--- src/rtl/reset_ctrl.sv ---
// Reset request sequencer: merges por/sw/wdt/dbg requests, holds both resets
// for a minimum width, releases peripherals then core, and keeps a sticky cause.
module reset_ctrl #(
  parameter int unsigned ASSERT_CYCLES  = 16,
  parameter int unsigned STAGGER_CYCLES = 4
) (
  input  logic       clk,
  input  logic       rst,
  input  logic       sw_req_i,
  input  logic       wdt_req_i,
  input  logic       dbg_req_i,
  input  logic       dbg_hold_i,
  input  logic       cause_clr_i,
  output logic       periph_rst_n_o,
  output logic       core_rst_n_o,
  output logic [3:0] cause_o,
  output logic       busy_o
);

  localparam int unsigned CNT_MAX = (ASSERT_CYCLES > STAGGER_CYCLES) ? ASSERT_CYCLES : STAGGER_CYCLES;
  localparam int unsigned CNT_W   = (CNT_MAX > 1) ? $clog2(CNT_MAX) : 1;

  localparam logic [CNT_W-1:0] ASSERT_LAST  = CNT_W'(ASSERT_CYCLES - 1);
  localparam logic [CNT_W-1:0] STAGGER_LAST = CNT_W'(STAGGER_CYCLES - 1);

  typedef enum logic [1:0] {
    ST_ASSERT  = 2'd0,
    ST_STAGGER = 2'd1,
    ST_RUN     = 2'd2
  } state_t;

  state_t           state_q, state_d;
  logic [CNT_W-1:0] cnt_q, cnt_d;
  logic [3:0]       cause_d;
  logic             req_c;

  assign req_c = sw_req_i | wdt_req_i | dbg_req_i;

  // Next-state and counter; any request restarts the assertion window.
  always_comb begin
    state_d = state_q;
    cnt_d   = cnt_q;
    case (state_q)
      ST_ASSERT: begin
        if (req_c) begin
          cnt_d = '0;
        end else if (cnt_q < ASSERT_LAST) begin
          cnt_d = cnt_q + CNT_W'(1);
        end else if (dbg_hold_i) begin
          cnt_d = ASSERT_LAST;
        end else begin
          state_d = ST_STAGGER;
          cnt_d   = '0;
        end
      end
      ST_STAGGER: begin
        if (req_c) begin
          state_d = ST_ASSERT;
          cnt_d   = '0;
        end else if (cnt_q == STAGGER_LAST) begin
          state_d = ST_RUN;
          cnt_d   = '0;
        end else begin
          cnt_d = cnt_q + CNT_W'(1);
        end
      end
      ST_RUN: begin
        if (req_c) begin
          state_d = ST_ASSERT;
          cnt_d   = '0;
        end
      end
      default: begin
        state_d = ST_ASSERT;
        cnt_d   = '0;
      end
    endcase
  end

  // Sticky cause: clear first so a same-cycle request still lands.
  always_comb begin
    cause_d = cause_clr_i ? 4'b0000 : cause_o;
    cause_d = cause_d | {dbg_req_i, wdt_req_i, sw_req_i, 1'b0};
  end

  always_ff @(posedge clk) begin
    if (rst) begin
      state_q        <= ST_ASSERT;
      cnt_q          <= '0;
      periph_rst_n_o <= 1'b0;
      core_rst_n_o   <= 1'b0;
      busy_o         <= 1'b1;
      cause_o        <= 4'b0001;
    end else begin
      state_q        <= state_d;
      cnt_q          <= cnt_d;
      periph_rst_n_o <= (state_d != ST_ASSERT);
      core_rst_n_o   <= (state_d == ST_RUN);
      busy_o         <= (state_d != ST_RUN);
      cause_o        <= cause_d;
    end
  end

endmodule

--- config.mk ---
export PLATFORM = sky130hd
export DESIGN_NAME = reset_ctrl
export DESIGN_NICKNAME = d
export VERILOG_FILES = /design/src/rtl/reset_ctrl.sv
export SDC_FILE = /design/constraint.sdc
export NUM_CORES = 1
export LEC_CHECK = 0
export CAP_MARGIN = 30
export CORE_MARGIN = 10
export CORE_UTILIZATION = 45
export DETAILED_ROUTE_END_ITERATION = 10
export HOLD_SLACK_MARGIN = 0.03
export PLACE_DENSITY_LB_ADDON = 0.05
export REMOVE_ABC_BUFFERS = 1
export SLEW_MARGIN = 30
export SYNTH_ARGS = -nofsm -noshare
export SYNTH_HDL_FRONTEND = slang
export SYNTH_SLANG_ARGS = --single-unit
--- constraint.sdc ---
create_clock -name clk -period 1.8 [get_ports clk]
set_input_delay 0.36 -clock clk [delete_from_list [all_inputs] [get_ports clk]]
set_output_delay 0.36 -clock clk [all_outputs]
set_load 0.03 [all_outputs]
=== After elaboration in Yosys (flattened, before gate mapping) ===
Cells that the tools add are included.

* Bitwise logic cells: 3
* Magnitude comparators: 1
* $add $sub $neg: 1
* Mux-type cells: 15
* Eq/ne operators: 6
* $mul: 0
* Shifts and indexed selects: 0
* Divide/modulo/power cells: 0
* Reduce and logical (&&, ||, !) cells: 2

{| class="wikitable"
|+ Operator list
! cell !! number
|-
| $mux W4 || 7
|-
| $mux W2 || 6
|-
| $pmux W4 S3 || 1
|-
| $pmux W2 S3 || 1
|-
| $add A4 B1 Y4 const B || 1
|-
| $eq A2 B2 Y1 const B || 2
|-
| $eq A4 B2 Y1 const B || 1
|-
| $lt A4 B4 Y1 const B || 1
|-
| $ne A2 B2 Y1 const B || 2
|-
| $or A4 B4 Y4 || 1
|-
| $eq A2 B1 Y1 const B || 1
|-
| $logic_not A2 Y1 || 1
|-
| $or A1 B1 Y1 || 2
|-
| $reduce_bool A2 Y1 || 1
|}

* Register bits after elaboration: 13
* Bits in read-only memories: 0
* Latch bits: 0
* Input port bits: 7
* Memories kept: 0
* Bits in writable memories: 0

=== Longest topological paths before layout ===
* Depth in word-level cells: 5
* Depth in mapped cells: 5

=== Least setup slack after synthesis ===
No wires, ideal clock.

* Kind: register -> register
* Start: register cnt_q[0]
* End: register cnt_q[3]
* Path slack: 382 ps
* Arrival time: 1296 ps
* Data required time: 1678 ps
* Stages on the path, launching flop included: 6
* Path through: dfxtp_1 > ha_1 > nand2b_1 > o32a_1 > a32oi_1 > o21ai_1

* Cells in the longest elaborated chain, start to end: 4
* Elaborated cells between the ends (all ways): 8
* Classes of those cells: 1 x add/sub; 1 x order compare; 1 x eq/ne; 5 x mux

{| class="wikitable"
|+ RTL lines
! item !! line !! text
|-
| from (decl) || 33 || <nowiki>logic [CNT_W-1:0] cnt_q, cnt_d;</nowiki>
|-
| from (signal assigned) || 96 || <nowiki>cnt_q <= cnt_d;</nowiki>
|-
| $add A4 B1 Y4 (tied with other cells) || 48, 64 ||
|-
| $mux W4, on equally long branches || 60, 47 ||
|-
| $mux W4, on equally long branches || 57, 45 ||
|-
| $pmux W4 S3 (*) || 43 || <nowiki>case (state_q)</nowiki>
|}

Every way passes the cells marked *; elsewhere a longest branch is shown, timed or not.
A chain may end at the register's enable or synchronous reset.

=== Worst setup path after layout ===
* Start: register cause_o[2]
* End: output cause_o[2]

{| class="wikitable"
|+ RTL lines
! item !! line !! text
|-
| from (decl) || 16 || <nowiki>output logic [3:0] cause_o,</nowiki>
|-
| from (signal assigned) || 100 || <nowiki>cause_o <= cause_d;</nowiki>
|}

No word-level cell between the ends.

==> results.json <==
{
  "status": "complete, no violations",
  "path_clk_slew_ns": 0.08,
  "area_growth_pct": 33.0,
  "wire_per_inst_um": 13.2,
  "max_freq_mhz": 606,
  "r2r-start": "cnt_q[0]",
  "grt-ovfl-total": 0,
  "clk_path_buf_depth": 2,
  "slew_violations": 0,
  "end_kind": "output port",
  "finalCritPeriodShare": 0.916,
  "grt_pass1_wl_mm": 2.19,
  "syn_area_per_cell_um2": 8.85,
  "yosys.area.top_type": "dfxtp_1",
  "cts_max_level": 1,
  "final_util": 0.632,
  "yosysUniqueCellTypes": 31,
  "drv_cap": 0,
  "drc": 0,
  "path_cells": "clkdlybuf4s50_1",
  "r2r_setup_slack_ns": 0.23,
  "critical_path.slowest_cell": "clkdlybuf4s50_1",
  "grtUsageTotal": 0.0836,
  "grt_pass1_vias": 521,
  "critical_path_class": "flop to output port",
  "syn_inst": 69,
  "p_leak_nw": 0.280,
  "hold-path-endpoint": "cause_o[0]",
  "synth_top_area_frac": 0.426,
  "layout-drive-gt1-share": 0.167,
  "drt_iter0_drc": 11,
  "rsz0062_at_grt": "false",
  "num_rows": 13,
  "slew_headroom": 0.753,
  "cts_setup_buffers": 0,
  "grt_max_degree": 12,
  "die_w_um": 56.8,
  "powerDensity_nw_per_um2": 672,
  "dp_slack_ns": -0.133,
  "r2r_cells": 5,
  "root_buffer": "clkbuf_4",
  "final_nets": 99,
  "wirelength_mm": 1.39,
  "crit_fanout": 2,
  "initial_core_util": 0.475,
  "critPathBufInv": 1,
  "n_antenna_cell": 0,
  "ir_worst_vdd_mv": 0.383,
  "cts_tree": "done",
  "hold_buffers": 0,
  "portBuffers": 13,
  "path_delay_family": "buffers and inverters",
  "crit_path_max_incr_delay_ns": 0.68,
  "antenna_found_initial": 0,
  "core_area_um2": 1280,
  "dr.pass1.iters": 4,
  "cts.sinks": 13,
  "hold_violations": 0,
  "ant_nets": 0,
  "hp-class": "flop to flop",
  "fin_worst_skew_ns": 0.00113,
  "worstSkewPairLatency_ns": 0.28,
  "worstPathRequired_ns": 1.44,
  "dieArea_um2": 3230,
  "worst_pin_slew_ns": 0.369,
  "dieHeight_um": 56.8,
  "worst_hold_startpoint": "cause_o[0]",
  "cp-start-kind": "flop",
  "r2r_end": "cnt_q[3]",
  "gp_congestion": 0.826,
  "hpwl_mm": 1.04,
  "ys_ff_latch": 13,
  "via_count": 559,
  "io_pins": 14,
  "viasPerCell": 5.32,
  "synth_area_um2": 611,
  "ys_warn_count": 0,
  "cts_buffers": 3,
  "yosysSeqAreaShare": 0.426,
  "ys_top_cells_by_area": "dfxtp_1 43%, a21oi_1 4.9%, nand2b_1 4.1%, nand2_1 3.7%, nor2_8 3.3%",
  "hold_depth": 1,
  "fin_crit_ns": 1.65,
  "worst_slack_ns": 0.151,
  "layout_common_cells": "13 x dfxtp_1, 13 x clkdlybuf4s50_1, 6 x a21oi_1, 6 x nand2_1, 6 x buf_4",
  "setup_viol": 0,
  "arrival_ns": 1.29,
  "cts_resized": 0
}
==> layout make-up <==
class	count	area (µm²)
tap	15	18.8
inverter	5	18.8
timing repair buffer	19	175
clock buffer	4	26.3
sequential	13	260
multi-input combinational	49	313
fill	116	473
==> power by group <==
part           internal (mW)  total [mW]  switching [mW]  leakage (nW)
combinational         0.0326      0.0616          0.0290         0.159
clock                 0.0860       0.187           0.101        0.0150
sequential             0.294       0.297         0.00316         0.106
total                  0.413       0.545           0.133         0.280
==> state kept, by name, summed over array words and instances (netlist names) <==
signal	count
cause_o	4
cnt_q	4
state_q	2
busy_o	1
core_rst_n_o	1
periph_rst_n_o	1
==> synth_stat cells <==
library cell / number
nor3_1: 1
nor4_1: 1
o32a_1: 1
a21boi_2: 1
o21bai_1: 1
buf_6: 1
nand2b_1: 4
nor2_4: 1
a211oi_1: 2
o311ai_1: 1
or4_1: 1
nor2_1: 5
ha_1: 1
clkbuf_4: 1
or3_1: 2
dfxtp_1: 13
nand3_1: 2
a21o_1: 1
o21ai_0: 2
o21ai_2: 1
nand2_1: 6
a32oi_1: 1
a21oi_1: 6
o21ai_1: 3
nand3b_1: 1
a31oi_1: 1
inv_2: 1
a21oi_2: 1
inv_1: 4
nor2b_1: 1
nor2_8: 1
==> through the flow <==
stage	area (µm²)	hold slack, ns	power (mW)	TNS [ns]	std cells
2_1_floorplan	592	0.432	0.329	0	67
3_3_place_gp	786	0.438	0.365	-0.400	101
3_5_place_dp	786	0.442	0.366	-0.495	101
4_1_cts	812	0.466	0.550	0	105
5_1_grt	812	0.488	0.569	0	105
6_report	812	0.465	0.545	0	105
==> cells by family after synthesis <==
kind of cell	after synthesis	synth area share
buffers and inverters	7	0.0615
flip-flops	13	0.426
adder cells (fa/ha/maj)	1	0.0205
AND/OR/NAND/NOR	26	0.250
AO/OA/AOI/OAI	22	0.242
==> metal layers <==
| metal | GRT usage | share of wire |
|---|---|---|
| met5 | 0 | 0 |
| met4 | 0.0503 | 0.014 |
| met3 | 0.0517 | 0.074 |
| met2 | 0.127 | 0.44 |
| met1 | 0.0849 | 0.47 |
==> how the worst max path moves through the flow <==
| stage | start | to | slack [ns] | depth (start not counted) |
|---|---|---|---|---|
| 4_1_cts | cause_o[0] | cause_o[0] | 0.14 | 1 |
| 5_1_grt | wdt_req_i | cnt_q[1] | 0.09 | 6 |
| 3_3_place_gp | sw_req_i | cnt_q[1] | -0.11 | 6 |
| 3_5_place_dp | wdt_req_i | cnt_q[1] | -0.13 | 6 |
| 2_1_floorplan | sw_req_i | cnt_q[1] | 0.28 | 4 |
| 6_report | cause_o[2] | cause_o[2] | 0.15 | 1 |
Note: power is estimated with default switching activity, not from simulation.
==> patch 1, RTL diff (same settings) <==
`ASSERT_CYCLES`: 16 -> 8.
--- a/src/rtl/reset_ctrl.sv
+++ b/src/rtl/reset_ctrl.sv
@@ -1,7 +1,7 @@
 // Reset request sequencer: merges por/sw/wdt/dbg requests, holds both resets
 // for a minimum width, releases peripherals then core, and keeps a sticky cause.
 module reset_ctrl #(
-  parameter int unsigned ASSERT_CYCLES  = 16,
+  parameter int unsigned ASSERT_CYCLES  = 8,
   parameter int unsigned STAGGER_CYCLES = 4
 ) (
   input  logic       clk,
Formal check against the unedited RTL: not equivalent (Yosys sat finds a counterexample within 10 cycles, from zero or initial values and one cycle with rst high).
==> patch 1 against the unedited design <==
Sequential share of layout area is 0.27 points higher. Worst setup slack improved by 0.0091 ns. Global-route usage shrank 0.95 points. Clock power rose by 12%. Register-to-register slack worse by 0.03 ns. Count of clock-buffer cells in the layout is the same. Synthesized area fell by 4.9%. Cell count fell by 18%. Power fell by 1.2%. Design area decreased by 8.5%. Sequential cell count is 1 lower. Critical path depth unchanged. Routed wire length down 19%. Largest power group unchanged.
==> patch 1: results (changes against the unedited design) <==
Parameter                              Value

Placement
  Routability Congestion    0.8194 (was 0.8264)
  Final HPWL DP    915.8 um (was 1.041 mm)
  Pre-CTS WS    -0.01317 ns (was -0.1330 ns)

STA
  Max transition margin    73.03% (was 75.34%)
  Min Hold Slack    0.4554 ns (was 0.4654 ns)
  Setup Skew    0.004979 ns (was 0.001134 ns)

Routing
  Number of optimization iterations in the first detailed-route pass    3 (was 4)
  Final routed wirelength across all metal layers    1.129 mm (was 1.390 mm)
  Iteration-0 DRC Markers    6 (was 11)

Pwr
  Maximum VDD drop    0.0007042 V (was 0.0003829 V)
  Combinational power share    10.0% (was 11.3%)
  Power attributed to the clock group    0.000209 W (was 0.000187 W)
  Clock Power Share    38.8% (was 34.2%)

Final layout
  Area used by multi-input combinational logic    285.3 um^2 (was 312.8 um^2)
  Number of standard cells in the layout, taps in and fillers out    86 (was 105)
  Clock-cell share of area    4.882% (was 3.236%)
  Seq_cells    12 (was 13)
  Largest registers    cause_o (4), cnt_q (3), state_q (2) (was cause_o (4), cnt_q (4), state_q (2))
  Sequential share of cell area    32.32% (was 32.05%)
  Net count reported at finish    83 (was 99)
  Proportion of cell area occupied by multi-input gates    38.38% (was 38.52%)
  Count of non-CTS buffers in the layout    15 (was 19)
  Multi-input combinational gate total    36 (was 49)
  Fill cell instance count of the final layout    102 (was 116)

GRT
  Global-route total usage across every layer    7.407% (was 8.356%)
  Maximum number of pins on one net before global-route repair    11 (was 12)

Synthesis
  Unique cell type count in the Yosys netlist    29 (was 31)
  Post-Syn Area per Cell    10.37 um^2 (was 8.849 um^2)
  Portion of the post-synthesis area used by sequential elements    41.38% (was 42.62%)
  Synth cell count leaders    sky130_fd_sc_hd__dfxtp_1, sky130_fd_sc_hd__a21oi_1, sky130_fd_sc_hd__inv_1, sky130_fd_sc_hd__nor2_1, sky130_fd_sc_hd__ha_1 (was sky130_fd_sc_hd__dfxtp_1, sky130_fd_sc_hd__a21oi_1, sky130_fd_sc_hd__nand2_1, sky130_fd_sc_hd__nor2_1)

Floorplan
  Number of core rows    12 (was 13)

Setup path
  Register-to-register setup slack    0.20 ns (was 0.23 ns)

Run status
  Run status    finished clean (unchanged)
-- patch 1: per-layer routing --
| layer | wire (um) | share of wire, % | track usage [%] |
|---|---|---|---|
| met2 | 508 | 45 | 10.19 |
| met1 | 491 | 43 | 8.020 |
| met5 | 0 | 0 | 0 |
| met4 | 29 | 2.6 | 3.754 |
| met3 | 100 | 8.9 | 5.695 |
-- patch 1: final timing paths --
kind                           start                 endpoint
max            cause_o[2]$_SDFF_PP0_               cause_o[2]
min          cause_o[0]$_SDFFE_PP1P_  cause_o[0]$_SDFFE_PP1P_
max reg2reg    cnt_q[0]$_SDFFE_PP0P_    cnt_q[1]$_SDFFE_PP0P_
min reg2reg  cause_o[0]$_SDFFE_PP1P_  cause_o[0]$_SDFFE_PP1P_
-- patch 1: cells by family (layout without fill, tap and decap cells) --
logic type      after synthesis  after routing  synth area share (%)
compound gates               13             13                 18.75
fa+ha+maj                     3              3                 6.466
buf+inv                       8             24                 9.482
flops                        12             12                 41.38
mux                           1              1                 1.724
simple gates                 19             19                 22.20
==> patch 2, RTL diff (same flow settings) <==
Made on the original files. Encoding of `state_t`: now one-hot (3 bits for 3 states).
--- a/src/rtl/reset_ctrl.sv
+++ b/src/rtl/reset_ctrl.sv
@@ -23,10 +23,10 @@
   localparam logic [CNT_W-1:0] ASSERT_LAST  = CNT_W'(ASSERT_CYCLES - 1);
   localparam logic [CNT_W-1:0] STAGGER_LAST = CNT_W'(STAGGER_CYCLES - 1);
 
-  typedef enum logic [1:0] {
-    ST_ASSERT  = 2'd0,
-    ST_STAGGER = 2'd1,
-    ST_RUN     = 2'd2
+  typedef enum logic [2:0] {
+    ST_ASSERT  = 3'b001,
+    ST_STAGGER = 3'b010,
+    ST_RUN     = 3'b100
   } state_t;
 
   state_t           state_q, state_d;
Function: same outputs for any inputs over 10 cycles, from zero or initial values and one cycle with rst high; not proved beyond that.
==> patch 2 against the unedited design <==
Design area up 11%. Cell count up 5.7%. First-iteration DRC count up 36%. Routed wire length up 9.9%. Power up 0.21%. Register-to-register slack about the same. Worst setup slack worse by 0.052 ns. Synthesized cell count up 8.7%. Synthesized area up 12%. Non-clock buffer count up 2. Clock power down 13%. Sequential cell count up 1. Critical endpoint is now cnt_q[2]$_SDFFE_PP0P_.
==> patch 2: results (changes against the unedited design) <==
Parameter                              Value

Setup path
  Destination of the worst register-to-register timing path    cnt_q[0]$_SDFFE_PP0P_ (was cnt_q[3]$_SDFFE_PP0P_)
  Start point of the critical path    dbg_req_i (was cause_o[2]$_SDFF_PP0_)
  Highest-delay cell along the critical path    sky130_fd_sc_hd__or3_4 (was sky130_fd_sc_hd__clkdlybuf4s50_1)
  Largest stage delay on the critical path    0.44 ns (was 0.68 ns)
  Kind of cell with the highest combined delay on the critical path    simple AND/OR/NAND/NOR gates (was buffers and inverters)
  Endpoint of the most critical setup path    cnt_q[2]$_SDFFE_PP0P_ (was cause_o[2])

Routing
  Total met2 wirelength after detailed routing    706 um (was 607 um)
  Iteration-0 DRC Markers    15 (was 11)
  WL per Instance    13.77 um (was 13.24 um)
  Total met3 wirelength after detailed routing    81 um (was 103 um)
  Uppermost routed layer    met3 (was met4)

Final layout
  Fill cell instance count of the final layout    127 (was 116)
  Largest registers    cause_o (4), cnt_q (4), state_q (3) (was cause_o (4), cnt_q (4), state_q (2))
  Proportion of layout cells with a drive suffix above 1    15.63% (was 16.67%)

STA
  Max transition margin    79.00% (was 75.34%)
  Min Hold Slack    0.4715 ns (was 0.4654 ns)

Placement
  Routability Congestion    0.7609 (was 0.8264)
  Placed cell count    108 (was 101)
  Final HPWL DP    1.181 mm (was 1.041 mm)

GRT
  Global-route wire length before repair    2.553 mm (was 2.187 mm)
  Global-route total usage across every layer    9.349% (was 8.356%)
  Met2 usage in global routing    13.36% (was 12.70%)
  Routing usage on met3    5.150% (was 5.169%)
  GR met1 Demand/Resource    11.94% (was 8.489%)

Synthesis
  Post-Syn Area per Cell    9.092 um^2 (was 8.849 um^2)
  Portion of the post-synthesis area used by sequential elements    41.10% (was 42.62%)
  Unique cell type count in the Yosys netlist    36 (was 31)
  Number of synthesized register bits    14 (was 13)
  Synth cell count leaders    sky130_fd_sc_hd__dfxtp_1, sky130_fd_sc_hd__nor2_1, sky130_fd_sc_hd__a21oi_1, sky130_fd_sc_hd__inv_1, sky130_fd_sc_hd__nand2b_1 (was sky130_fd_sc_hd__dfxtp_1, sky130_fd_sc_hd__a21oi_1, sky130_fd_sc_hd__nand2_1, sky130_fd_sc_hd__nor2_1)
  Area contributors post-synth    sky130_fd_sc_hd__dfxtp_1, sky130_fd_sc_hd__nand2b_1, sky130_fd_sc_hd__nor2_1 (was sky130_fd_sc_hd__dfxtp_1, sky130_fd_sc_hd__a21oi_1, sky130_fd_sc_hd__nand2b_1)

Run status
  Run status    finished clean (unchanged)
patch 2: where the power goes:
part	switching (W)	internal (W)	total (W)
clock	0.0000844	0.0000773	0.000162
sequential	0.00000292	0.000316	0.000319
combinational	0.0000316	0.0000347	0.0000663
patch 2: stage by stage:
stage | setup slack, ns | setup TNS (ns) | utilization [%]
CTS | 0.1032 | 0 | 65.84
finish | 0.09860 | 0 | 65.84
floorplan | 0.2937 | 0 | -
detailed placement | -0.1881 | -0.6201 | 64.19
global placement | -0.1674 | -0.5539 | 64.19
global route | 0.07126 | 0 | 65.84
patch 2: logic make-up (layout without fill, tap and decap cells):
logic type | Yosys count | after routing | synth area share, %
simple gates | 31 | 31 | 31.38
compound gates | 20 | 20 | 20.37
flops | 14 | 14 | 41.10
buf+inv | 9 | 30 | 5.320
fa+ha+maj | 1 | 1 | 1.835
patch 2: area by class of cell:
cell class,instances,area share [%]
multi-input cells,52,40.61
flip-flops and latches,14,31.15
inverters,6,2.503
well taps,15,2.086
clock buffers,3,2.503
repair buffers,21,21.14
